`src/rtl/emu_ckpt_pkg.sv`:
```
// Shared types and constants for the checkpoint sequencer (state encoding, CRC-32 constants, scan word width).
package emu_ckpt_pkg;

   localparam int          SCAN_W   = 64;
   localparam logic [31:0] CRC_POLY = 32'h04C1_1DB7;
   localparam logic [31:0] CRC_INIT = 32'hFFFF_FFFF;

   typedef enum logic [2:0] {S_IDLE, S_DOWN, S_FF, S_RAM, S_UP} ckpt_state_e;

   // MSB-first, unreflected CRC-32 update over one scan word.
   function automatic logic [31:0] crc32_word(input logic [31:0] crc, input logic [SCAN_W-1:0] data);
      logic [31:0] c;
      c = crc;
      for (int i = SCAN_W - 1; i >= 0; i--)
         c = (c[31] ^ data[i]) ? ({c[30:0], 1'b0} ^ CRC_POLY) : {c[30:0], 1'b0};
      return c;
   endfunction

endpackage

```
`src/rtl/emu_ckpt_ctrl_if.sv`:
```
// Host command/stream and emulator scan/handshake signals of the checkpoint sequencer.
interface emu_ckpt_ctrl_if;
   import emu_ckpt_pkg::*;

   logic              cmd_valid, cmd_ready, cmd_load;
   logic              busy, done;
   logic [31:0]       crc;
   logic              pause, down_req, down, up_req, up;
   logic              ff_scan, ff_dir;
   logic [SCAN_W-1:0] ff_sdi, ff_sdo;
   logic              ram_scan, ram_dir;
   logic [SCAN_W-1:0] ram_sdi, ram_sdo;
   logic              sv_valid, sv_ready;
   logic [SCAN_W-1:0] sv_data;
   logic              ld_valid, ld_ready;
   logic [SCAN_W-1:0] ld_data;

   modport master (
      input  cmd_valid, cmd_load, down, up, ff_sdo, ram_sdo, sv_ready, ld_valid, ld_data,
      output cmd_ready, busy, done, crc, pause, down_req, up_req,
             ff_scan, ff_dir, ff_sdi, ram_scan, ram_dir, ram_sdi, sv_valid, sv_data, ld_ready
   );

   modport slave (
      output cmd_valid, cmd_load, down, up, ff_sdo, ram_sdo, sv_ready, ld_valid, ld_data,
      input  cmd_ready, busy, done, crc, pause, down_req, up_req,
             ff_scan, ff_dir, ff_sdi, ram_scan, ram_dir, ram_sdi, sv_valid, sv_data, ld_ready
   );

endinterface

```
`src/rtl/emu_ckpt_skid.sv`:
```
// Two-entry valid/ready FIFO with occupancy output; absorbs the one-cycle RAM read latency on save.
module emu_ckpt_skid #(
   parameter int W = 64
) (
   input  logic         clk,
   input  logic         rst,
   input  logic         in_valid,
   input  logic [W-1:0] in_data,
   output logic         out_valid,
   output logic [W-1:0] out_data,
   input  logic         out_ready,
   output logic [1:0]   occ
);

   logic [W-1:0] q0, q1;
   logic [1:0]   cnt;
   logic         push, pop;

   assign out_valid = (cnt != 2'd0);
   assign out_data  = q0;
   assign occ       = cnt;
   assign pop       = out_valid && out_ready;
   assign push      = in_valid && ((cnt != 2'd2) || out_ready);

   always_ff @(posedge clk) begin
      if (rst) begin
         cnt <= 2'd0;
         q0  <= '0;
         q1  <= '0;
      end else begin
         case ({push, pop})
            2'b10: begin
               if (cnt == 2'd0) q0 <= in_data;
               else             q1 <= in_data;
               cnt <= cnt + 2'd1;
            end
            2'b01: begin
               q0  <= q1;
               cnt <= cnt - 2'd1;
            end
            2'b11: begin
               if (cnt == 2'd1) q0 <= in_data;
               else begin
                  q0 <= q1;
                  q1 <= in_data;
               end
            end
            default: ;
         endcase
      end
   end

endmodule

```
`src/rtl/emu_ckpt_ctrl.sv`:
```
// Checkpoint sequencer: quiesce the model, stream FF then RAM scan words to/from the host, resume.
// Define EMU_CKPT_CRC_EN to build a CRC-32 over every transferred word; otherwise crc is 0.
module emu_ckpt_ctrl
   import emu_ckpt_pkg::*;
#(
   parameter int FF_WORDS  = 16,
   parameter int RAM_WORDS = 64,
   parameter int CNT_WIDTH = 16
) (
   input logic            clk,
   input logic            rst,
   emu_ckpt_ctrl_if.master bus
);

   ckpt_state_e          state_q, state_d;
   logic                 load_q, inflight, done_q, accept;
   logic [CNT_WIDTH-1:0] ff_cnt, ram_cnt;
   logic [CNT_WIDTH:0]   ram_iss;
   logic                 ff_last, ram_last, iss_done;
   logic                 sk_valid, sk_rdy, sk_pop;
   logic [SCAN_W-1:0]    sk_data;
   logic [1:0]           sk_occ;

   assign accept   = (state_q == S_IDLE) && bus.cmd_valid;
   assign ff_last  = (ff_cnt == CNT_WIDTH'(FF_WORDS - 1));
   assign ram_last = (ram_cnt == CNT_WIDTH'(RAM_WORDS - 1));
   assign iss_done = (ram_iss == (CNT_WIDTH + 1)'(RAM_WORDS));
   assign sk_rdy   = bus.sv_ready && (state_q == S_RAM) && !load_q;
   assign sk_pop   = sk_valid && sk_rdy;
   assign bus.busy = (state_q != S_IDLE);
   assign bus.done = done_q;

   emu_ckpt_skid #(.W(SCAN_W)) u_skid (
      .clk       (clk),
      .rst       (rst),
      .in_valid  (inflight),
      .in_data   (bus.ram_sdo),
      .out_valid (sk_valid),
      .out_data  (sk_data),
      .out_ready (sk_rdy),
      .occ       (sk_occ)
   );

   always_ff @(posedge clk) begin
      if (rst) begin
         state_q  <= S_IDLE;
         load_q   <= 1'b0;
         inflight <= 1'b0;
         done_q   <= 1'b0;
         ff_cnt   <= '0;
         ram_cnt  <= '0;
         ram_iss  <= '0;
      end else begin
         state_q  <= state_d;
         done_q   <= (state_q == S_UP) && bus.up;
         inflight <= bus.ram_scan && !load_q;
         if (accept) begin
            load_q  <= bus.cmd_load;
            ff_cnt  <= '0;
            ram_cnt <= '0;
            ram_iss <= '0;
         end else begin
            if (bus.ff_scan)                        ff_cnt  <= ff_cnt + CNT_WIDTH'(1);
            if ((load_q && bus.ram_scan) || sk_pop) ram_cnt <= ram_cnt + CNT_WIDTH'(1);
            if (bus.ram_scan)                       ram_iss <= ram_iss + (CNT_WIDTH + 1)'(1);
         end
      end
   end

   always_comb begin
      state_d       = state_q;
      bus.cmd_ready = 1'b0;
      bus.pause     = 1'b0;
      bus.down_req  = 1'b0;
      bus.up_req    = 1'b0;
      bus.ff_scan   = 1'b0;
      bus.ff_dir    = 1'b0;
      bus.ff_sdi    = '0;
      bus.ram_scan  = 1'b0;
      bus.ram_dir   = 1'b0;
      bus.ram_sdi   = '0;
      bus.sv_valid  = 1'b0;
      bus.sv_data   = '0;
      bus.ld_ready  = 1'b0;
      case (state_q)
         S_IDLE: begin
            bus.cmd_ready = 1'b1;
            if (bus.cmd_valid) state_d = S_DOWN;
         end
         S_DOWN: begin
            bus.pause    = 1'b1;
            bus.down_req = 1'b1;
            if (bus.down) state_d = S_FF;
         end
         S_FF: begin
            bus.pause  = 1'b1;
            bus.ff_dir = load_q;
            if (load_q) begin
               bus.ld_ready = 1'b1;
               bus.ff_sdi   = bus.ld_data;
               bus.ff_scan  = bus.ld_valid;
            end else begin
               // dir=0 recirculates the chain, so a save leaves model state intact
               bus.sv_valid = 1'b1;
               bus.sv_data  = bus.ff_sdo;
               bus.ff_scan  = bus.sv_ready;
            end
            if (bus.ff_scan && ff_last) state_d = S_RAM;
         end
         S_RAM: begin
            bus.pause   = 1'b1;
            bus.ram_dir = load_q;
            if (load_q) begin
               bus.ld_ready = 1'b1;
               bus.ram_sdi  = bus.ld_data;
               bus.ram_scan = bus.ld_valid;
               if (bus.ld_valid && ram_last) state_d = S_UP;
            end else begin
               // a word popped this cycle frees its slot, which keeps reads at one per cycle
               bus.sv_valid = sk_valid;
               bus.sv_data  = sk_data;
               bus.ram_scan = !iss_done &&
                              (({1'b0, sk_occ} + {2'b0, inflight}) < (3'd2 + {2'b0, sk_pop}));
               if (sk_pop && ram_last) state_d = S_UP;
            end
         end
         S_UP: begin
            bus.pause  = 1'b1;
            bus.up_req = 1'b1;
            if (bus.up) state_d = S_IDLE;
         end
         default: state_d = S_IDLE;
      endcase
   end

`ifdef EMU_CKPT_CRC_EN
   logic              xfer_vld;
   logic [SCAN_W-1:0] xfer_data;
   logic [31:0]       crc_q;

   assign xfer_vld  = bus.ff_scan || (load_q && bus.ram_scan) || sk_pop;
   assign xfer_data = load_q ? bus.ld_data : bus.sv_data;
   assign bus.crc   = ~crc_q;

   always_ff @(posedge clk) begin
      if (rst || accept) crc_q <= CRC_INIT;
      else if (xfer_vld) crc_q <= crc32_word(crc_q, xfer_data);
   end
`else
   assign bus.crc = '0;
`endif

endmodule

```
`src/flat_wrapper.sv`:
```
// flat-port wrapper written by rule: the top's interface ports become plain ports
module emu_ckpt_ctrl_flat import emu_ckpt_pkg::*;
#(
   parameter int FF_WORDS  = 16,
   parameter int RAM_WORDS = 64,
   parameter int CNT_WIDTH = 16
)
  (clk, rst, bus_cmd_valid, bus_cmd_load, bus_down, bus_up, bus_ff_sdo, bus_ram_sdo, bus_sv_ready, bus_ld_valid, bus_ld_data, bus_cmd_ready, bus_busy, bus_done, bus_crc, bus_pause, bus_down_req, bus_up_req, bus_ff_scan, bus_ff_dir, bus_ff_sdi, bus_ram_scan, bus_ram_dir, bus_ram_sdi, bus_sv_valid, bus_sv_data, bus_ld_ready);
  emu_ckpt_ctrl_if bus_i ();
  input logic clk;
  input logic rst;
  input wire logic [$bits(bus_i.cmd_valid)-1:0] bus_cmd_valid;
  input wire logic [$bits(bus_i.cmd_load)-1:0] bus_cmd_load;
  input wire logic [$bits(bus_i.down)-1:0] bus_down;
  input wire logic [$bits(bus_i.up)-1:0] bus_up;
  input wire logic [$bits(bus_i.ff_sdo)-1:0] bus_ff_sdo;
  input wire logic [$bits(bus_i.ram_sdo)-1:0] bus_ram_sdo;
  input wire logic [$bits(bus_i.sv_ready)-1:0] bus_sv_ready;
  input wire logic [$bits(bus_i.ld_valid)-1:0] bus_ld_valid;
  input wire logic [$bits(bus_i.ld_data)-1:0] bus_ld_data;
  output wire logic [$bits(bus_i.cmd_ready)-1:0] bus_cmd_ready;
  output wire logic [$bits(bus_i.busy)-1:0] bus_busy;
  output wire logic [$bits(bus_i.done)-1:0] bus_done;
  output wire logic [$bits(bus_i.crc)-1:0] bus_crc;
  output wire logic [$bits(bus_i.pause)-1:0] bus_pause;
  output wire logic [$bits(bus_i.down_req)-1:0] bus_down_req;
  output wire logic [$bits(bus_i.up_req)-1:0] bus_up_req;
  output wire logic [$bits(bus_i.ff_scan)-1:0] bus_ff_scan;
  output wire logic [$bits(bus_i.ff_dir)-1:0] bus_ff_dir;
  output wire logic [$bits(bus_i.ff_sdi)-1:0] bus_ff_sdi;
  output wire logic [$bits(bus_i.ram_scan)-1:0] bus_ram_scan;
  output wire logic [$bits(bus_i.ram_dir)-1:0] bus_ram_dir;
  output wire logic [$bits(bus_i.ram_sdi)-1:0] bus_ram_sdi;
  output wire logic [$bits(bus_i.sv_valid)-1:0] bus_sv_valid;
  output wire logic [$bits(bus_i.sv_data)-1:0] bus_sv_data;
  output wire logic [$bits(bus_i.ld_ready)-1:0] bus_ld_ready;
  assign bus_i.cmd_valid = bus_cmd_valid;
  assign bus_i.cmd_load = bus_cmd_load;
  assign bus_i.down = bus_down;
  assign bus_i.up = bus_up;
  assign bus_i.ff_sdo = bus_ff_sdo;
  assign bus_i.ram_sdo = bus_ram_sdo;
  assign bus_i.sv_ready = bus_sv_ready;
  assign bus_i.ld_valid = bus_ld_valid;
  assign bus_i.ld_data = bus_ld_data;
  assign bus_cmd_ready = bus_i.cmd_ready;
  assign bus_busy = bus_i.busy;
  assign bus_done = bus_i.done;
  assign bus_crc = bus_i.crc;
  assign bus_pause = bus_i.pause;
  assign bus_down_req = bus_i.down_req;
  assign bus_up_req = bus_i.up_req;
  assign bus_ff_scan = bus_i.ff_scan;
  assign bus_ff_dir = bus_i.ff_dir;
  assign bus_ff_sdi = bus_i.ff_sdi;
  assign bus_ram_scan = bus_i.ram_scan;
  assign bus_ram_dir = bus_i.ram_dir;
  assign bus_ram_sdi = bus_i.ram_sdi;
  assign bus_sv_valid = bus_i.sv_valid;
  assign bus_sv_data = bus_i.sv_data;
  assign bus_ld_ready = bus_i.ld_ready;
  emu_ckpt_ctrl #(.FF_WORDS(FF_WORDS), .RAM_WORDS(RAM_WORDS), .CNT_WIDTH(CNT_WIDTH)) u_core (.clk(clk), .rst(rst), .bus(bus_i));
endmodule
```
`config.mk`:
```
export PLATFORM = sky130hd
export DESIGN_NAME = emu_ckpt_ctrl_flat
export DESIGN_NICKNAME = d
export VERILOG_FILES = /design/src/rtl/emu_ckpt_pkg.sv /design/src/rtl/emu_ckpt_ctrl_if.sv /design/src/rtl/emu_ckpt_skid.sv /design/src/rtl/emu_ckpt_ctrl.sv /design/src/flat_wrapper.sv
export SDC_FILE = /design/constraint.sdc
export NUM_CORES = 1
export LEC_CHECK = 0
export ABC_CLOCK_PERIOD_IN_PS = 3100
export CAP_MARGIN = 10
export CORE_AREA = 4 4 168 170
export CTS_BUF_LIST = sky130_fd_sc_hd__clkbuf_8
export CTS_CLUSTER_SIZE = 10
export DETAILED_ROUTE_END_ITERATION = 10
export DIE_AREA = 0 0 172 174
export HOLD_SLACK_MARGIN = 0.05
export MAX_ROUTING_LAYER = met4
export PLACE_DENSITY = 0.79
export SYNTH_ARGS = -nofsm -noshare
export SYNTH_HDL_FRONTEND = slang
export SYNTH_HIERARCHICAL = 1
export SYNTH_SLANG_ARGS = --single-unit
```
`constraint.sdc`:
```
create_clock -name clk -period 3.1 [get_ports clk]
set_clock_uncertainty 0.2 [all_clocks]
set_input_delay 0.93 -clock clk [delete_from_list [all_inputs] [get_ports clk]]
set_output_delay 0.93 -clock clk [all_outputs]
set_load 0.03 [all_outputs]
```
==> metrics.md <==
| Metric | Value |
|---|---|
| Layout cells sized above 1 | `0.285` |
| Worst-path clk slew | `110 ps` |
| Grt total ovfl | `0` |
| 1st-pass router iterations | `7` |
| Combinational Power Share | `0.200` |
| Max Freq | `307 MHz` |
| Final hold vios | `0` |
| Mapped cell area | `9670 µm²` |
| Unrepaired setup endpoints after global routing | `true` |
| Layout area overhead | `63.6%` |
| Synthesized area per cell | `8.12 µm²` |
| EDFF count, synth | `0` |
| Clock buffer depth | `2` |
| Setup TNS | `-13830 ps` |
| Post-Synthesis Cells | `1191` |
| Hold Crit Start | `u_core/u_skid/q1[63]$_SDFFE_PP0P_` |
| End of the worst register-to-register path | `u_core/u_skid/out_data[22]$_SDFFE_PP0P_` |
| Number of global-route vias before repair | `10.1k` |
| Routed Antenna Nets | `0` |
| Detailed Route WL | `39.4 mm` |
| CTS tree | `yes` |
| Internal Dissipation | `0.00358 W` |
| Slew @ Worst Pin | `746 ps` |
| CTS Sinks | `185` |
| Post-synthesis register bit count | `185` |
| DR WL/cell | `20.1 µm` |
| Pin count of the biggest net entering global routing | `133` |
| Fin crit share | `1.05` |
| I/O pins | `436` |
| Setup crit start kind | `flip-flop` |
| Number of synthesis warnings | `6` |
| Placer congestion estimate | `0.858` |
| Starting density of the core | `0.362` |
| Initial antenna violation count | `1` |
| Worst Setup End Kind | `output pin` |
| Largest stage delay on the critical path | `430 ps` |
| Hold path depth | `2` |
| R2R depth | `12` |
| Number of library cell types mapped by synthesis | `59` |
| Die X | `172 µm` |
| Gr usage total | `0.231` |
| Vias/cell | `5.51` |
| CTS H-tree lvls | `4` |
| Tmin final | `3250 ps` |
| Detail Placement HPWL | `24.1 mm` |
| Ys async rst share | `0` |
| Slowest-stage cell, CP | `or3b_4` |
| Sw frac | `0.307` |
| Max_cap viols | `0` |
| Reg2reg setup slack | `170 ps` |
| First-pass GRT wire length | `54.6 mm` |
| Pwr dens | `327 nW/µm²` |
| Number of buffers added on ports | `403` |
| Worst hold endpoint | `u_core/u_skid/q1[63]$_SDFFE_PP0P_` |
| Most common flop cell mapped by yosys | `dfxtp_1` |
| Sequential Power Share | `0.479` |
| Outcome | `finished, violations left` |
| TritonCTS Buffers | `17` |
| Worst Hold Class | `flip-flop to flip-flop` |
| Sequential area share after synthesis | `0.383` |
| Dpl ws | `-375 ps` |
| Fin nets | `1814` |
| Crit-path max FO | `16` |
| Clk pwr share | `0.321` |
| FP Rows | `60` |
| Via count | `10.8k` |
| Most common cell after layout, fill and taps aside | `clkdlybuf4s50_1` |
| Max transition margin | `0.503` |
| Clk Latency, worst-skew pair | `470 ps` |
| Failing checks | `setup timing` |
| Switching power | `0.00159 W` |
| Max rail drop VDD | `0.235 mV` |
| Most frequent cells in the layout | `198 x clkdlybuf4s50_1, 175 x dfxtp_1, 164 x buf_6` |
| Die Y-Extent | `174 µm` |
| Crit path arrival time | `2120 ps` |
| Reg2reg start | `u_core/state_q[1]$_SDFFE_PP0P_` |
| Pleak | `6.29 nW` |
| Worst path cell trace | `or3b_4 -> buf_6 -> nor2_4 -> buf_12 -> buf_12 -> and2_1 -> buf_6` |
| Final worst slack | `-153 ps` |
| Post-CTS Hold Fix Bufs | `0` |
| Crit path kind | `flip-flop to output pin` |
| DIE AREA | `29900 µm²` |
| Core footprint | `26700 µm²` |
| Slew Limit Fails | `0` |
| Req. time, crit path | `1970 ps` |
| Root Buffer | `clkbuf_8` |
| Setup violators final | `131` |
| DRC viols | `0` |
| Initial drt markers | `1001` |
## layout make-up
| class | count | area [µm²] |
|---|---|---|
| multi-input cells | 885 | 5630 |
| clock inverters | 14 | 174 |
| inverters | 19 | 71.3 |
| flip-flops and latches | 185 | 3720 |
| fillers | 2230 | 10900 |
| clock buffers | 18 | 248 |
| repair buffers | 494 | 5550 |
| diodes | 2 | 5.00 |
| well taps | 341 | 427 |
## state kept, by name, indices dropped and copies added, names as in the netlist
register / flops
u_core/inflight: 1
u_core/ff_cnt: 16
u_core/bus.done: 1
u_core/u_skid/out_data: 64
u_core/u_skid/q1: 64
u_core/u_skid/occ: 2
u_core/state_q: 3
u_core/load_q: 1
u_core/ram_cnt: 16
u_core/ram_iss: 17
## power by group through the flow
stage	Sequential (W)	Combinational, W	Clock, W
floorplan	0.00250	0.000457	0
global placement	0.00253	0.000858	0
detailed placement	0.00252	0.000872	0
CTS	0.00247	0.000967	0.00171
global route	0.00248	0.00109	0.00181
finish	0.00247	0.00103	0.00166
## stage by stage
step | utilization | area (µm²) | hold slack [ps] | total power [W] | cells
global placement | 0.512 | 13700 | 241 | 0.00338 | 1874
floorplan | - | 9790 | 236 | 0.00296 | 1222
detailed placement | 0.512 | 13700 | 248 | 0.00340 | 1874
CTS | 0.560 | 15000 | 263 | 0.00515 | 1936
global route | 0.592 | 15800 | 279 | 0.00538 | 1957
finish | 0.592 | 15800 | 262 | 0.00517 | 1958
## worst max path at each step
stage / start / end / slack [ps]
6_report: u_core/state_q[0]$_SDFFE_PP0P_ / bus_ff_sdi[45] / -150
5_1_grt: u_core/state_q[0]$_SDFFE_PP0P_ / bus_ff_sdi[45] / -250
4_1_cts: u_core/state_q[2]$_SDFFE_PP0P_ / bus_sv_data[30] / -160
3_5_place_dp: bus_sv_ready / u_core/u_skid/out_data[22]$_SDFFE_PP0P_ / -380
3_3_place_gp: bus_sv_ready / u_core/u_skid/out_data[15]$_SDFFE_PP0P_ / -310
2_1_floorplan: u_core/state_q[1]$_SDFFE_PP0P_ / bus_ff_sdi[54] / 60
## cells in the mapped netlist (2+ instances only)
cell      instances  area (µm²)
o21ai_1          16        80.1
nand2_1         153         574
ha_1             12         150
xor2_1           16         140
nand4_1          14        87.6
or4_1             5        37.5
or3_1            14        87.6
o21ai_0           3        15.0
o21a_1            2        15.0
a21oi_1          84         420
buf_6            13         146
nor4_1            7        43.8
mux2i_1           4        40.0
dfxtp_1         185        3700
buf_4            37         278
nor2_1          108         405
o31ai_1           3        22.5
nor3_2            2        20.0
inv_2             3        11.3
inv_1            16        60.1
nor3_1           78         390
nand3_1          18        90.1
nand2b_1          2        12.5
a22o_1           64         561
and3b_1           2        17.5
and4_1            5        43.8
clkbuf_1         51         191
or2_2             2        12.5
a221oi_2         11         165
a221oi_1         53         464
and2_1           68         425
buf_2            32         160
xnor2_1          16         140
and3_1           67         419
## what timing repair did
item / CTS / global route
cloned: 5 / 13
endpoints found under the setup margin: 147 / 257
resized for setup: 144 / 153
setup buffers: 26 / 10
pin swaps: 40 / 60
## critical path, delay by kind of cell (launching register included)
kind | cells | cell delay (ps)
AND/OR/NAND/NOR | 3 | 700
flip-flops | 1 | 350
buffers and inverters | 4 | 600
## per-layer routing
metal	part of all wire	up-vias	global-route usage
met3	0.072	67	0.0489
li1	-	4989	-
met2	0.49	509	0.373
met5	0	-	-
met1	0.41	5224	0.290
met4	0.023	0	0.0717
## kinds of logic after synthesis
family,count (synthesis),share of synthesized area
AND/OR/NAND/NOR,557,0.287
AO/OA/AOI/OAI,248,0.193
flip-flops,185,0.383
buffers and inverters,152,0.0876
XOR/XNOR,32,0.0290
adder cells (fa/ha/maj),12,0.0155
multiplexers,4,0.00414
other,1,0.000388
Power figures use the tool's default switching activity.
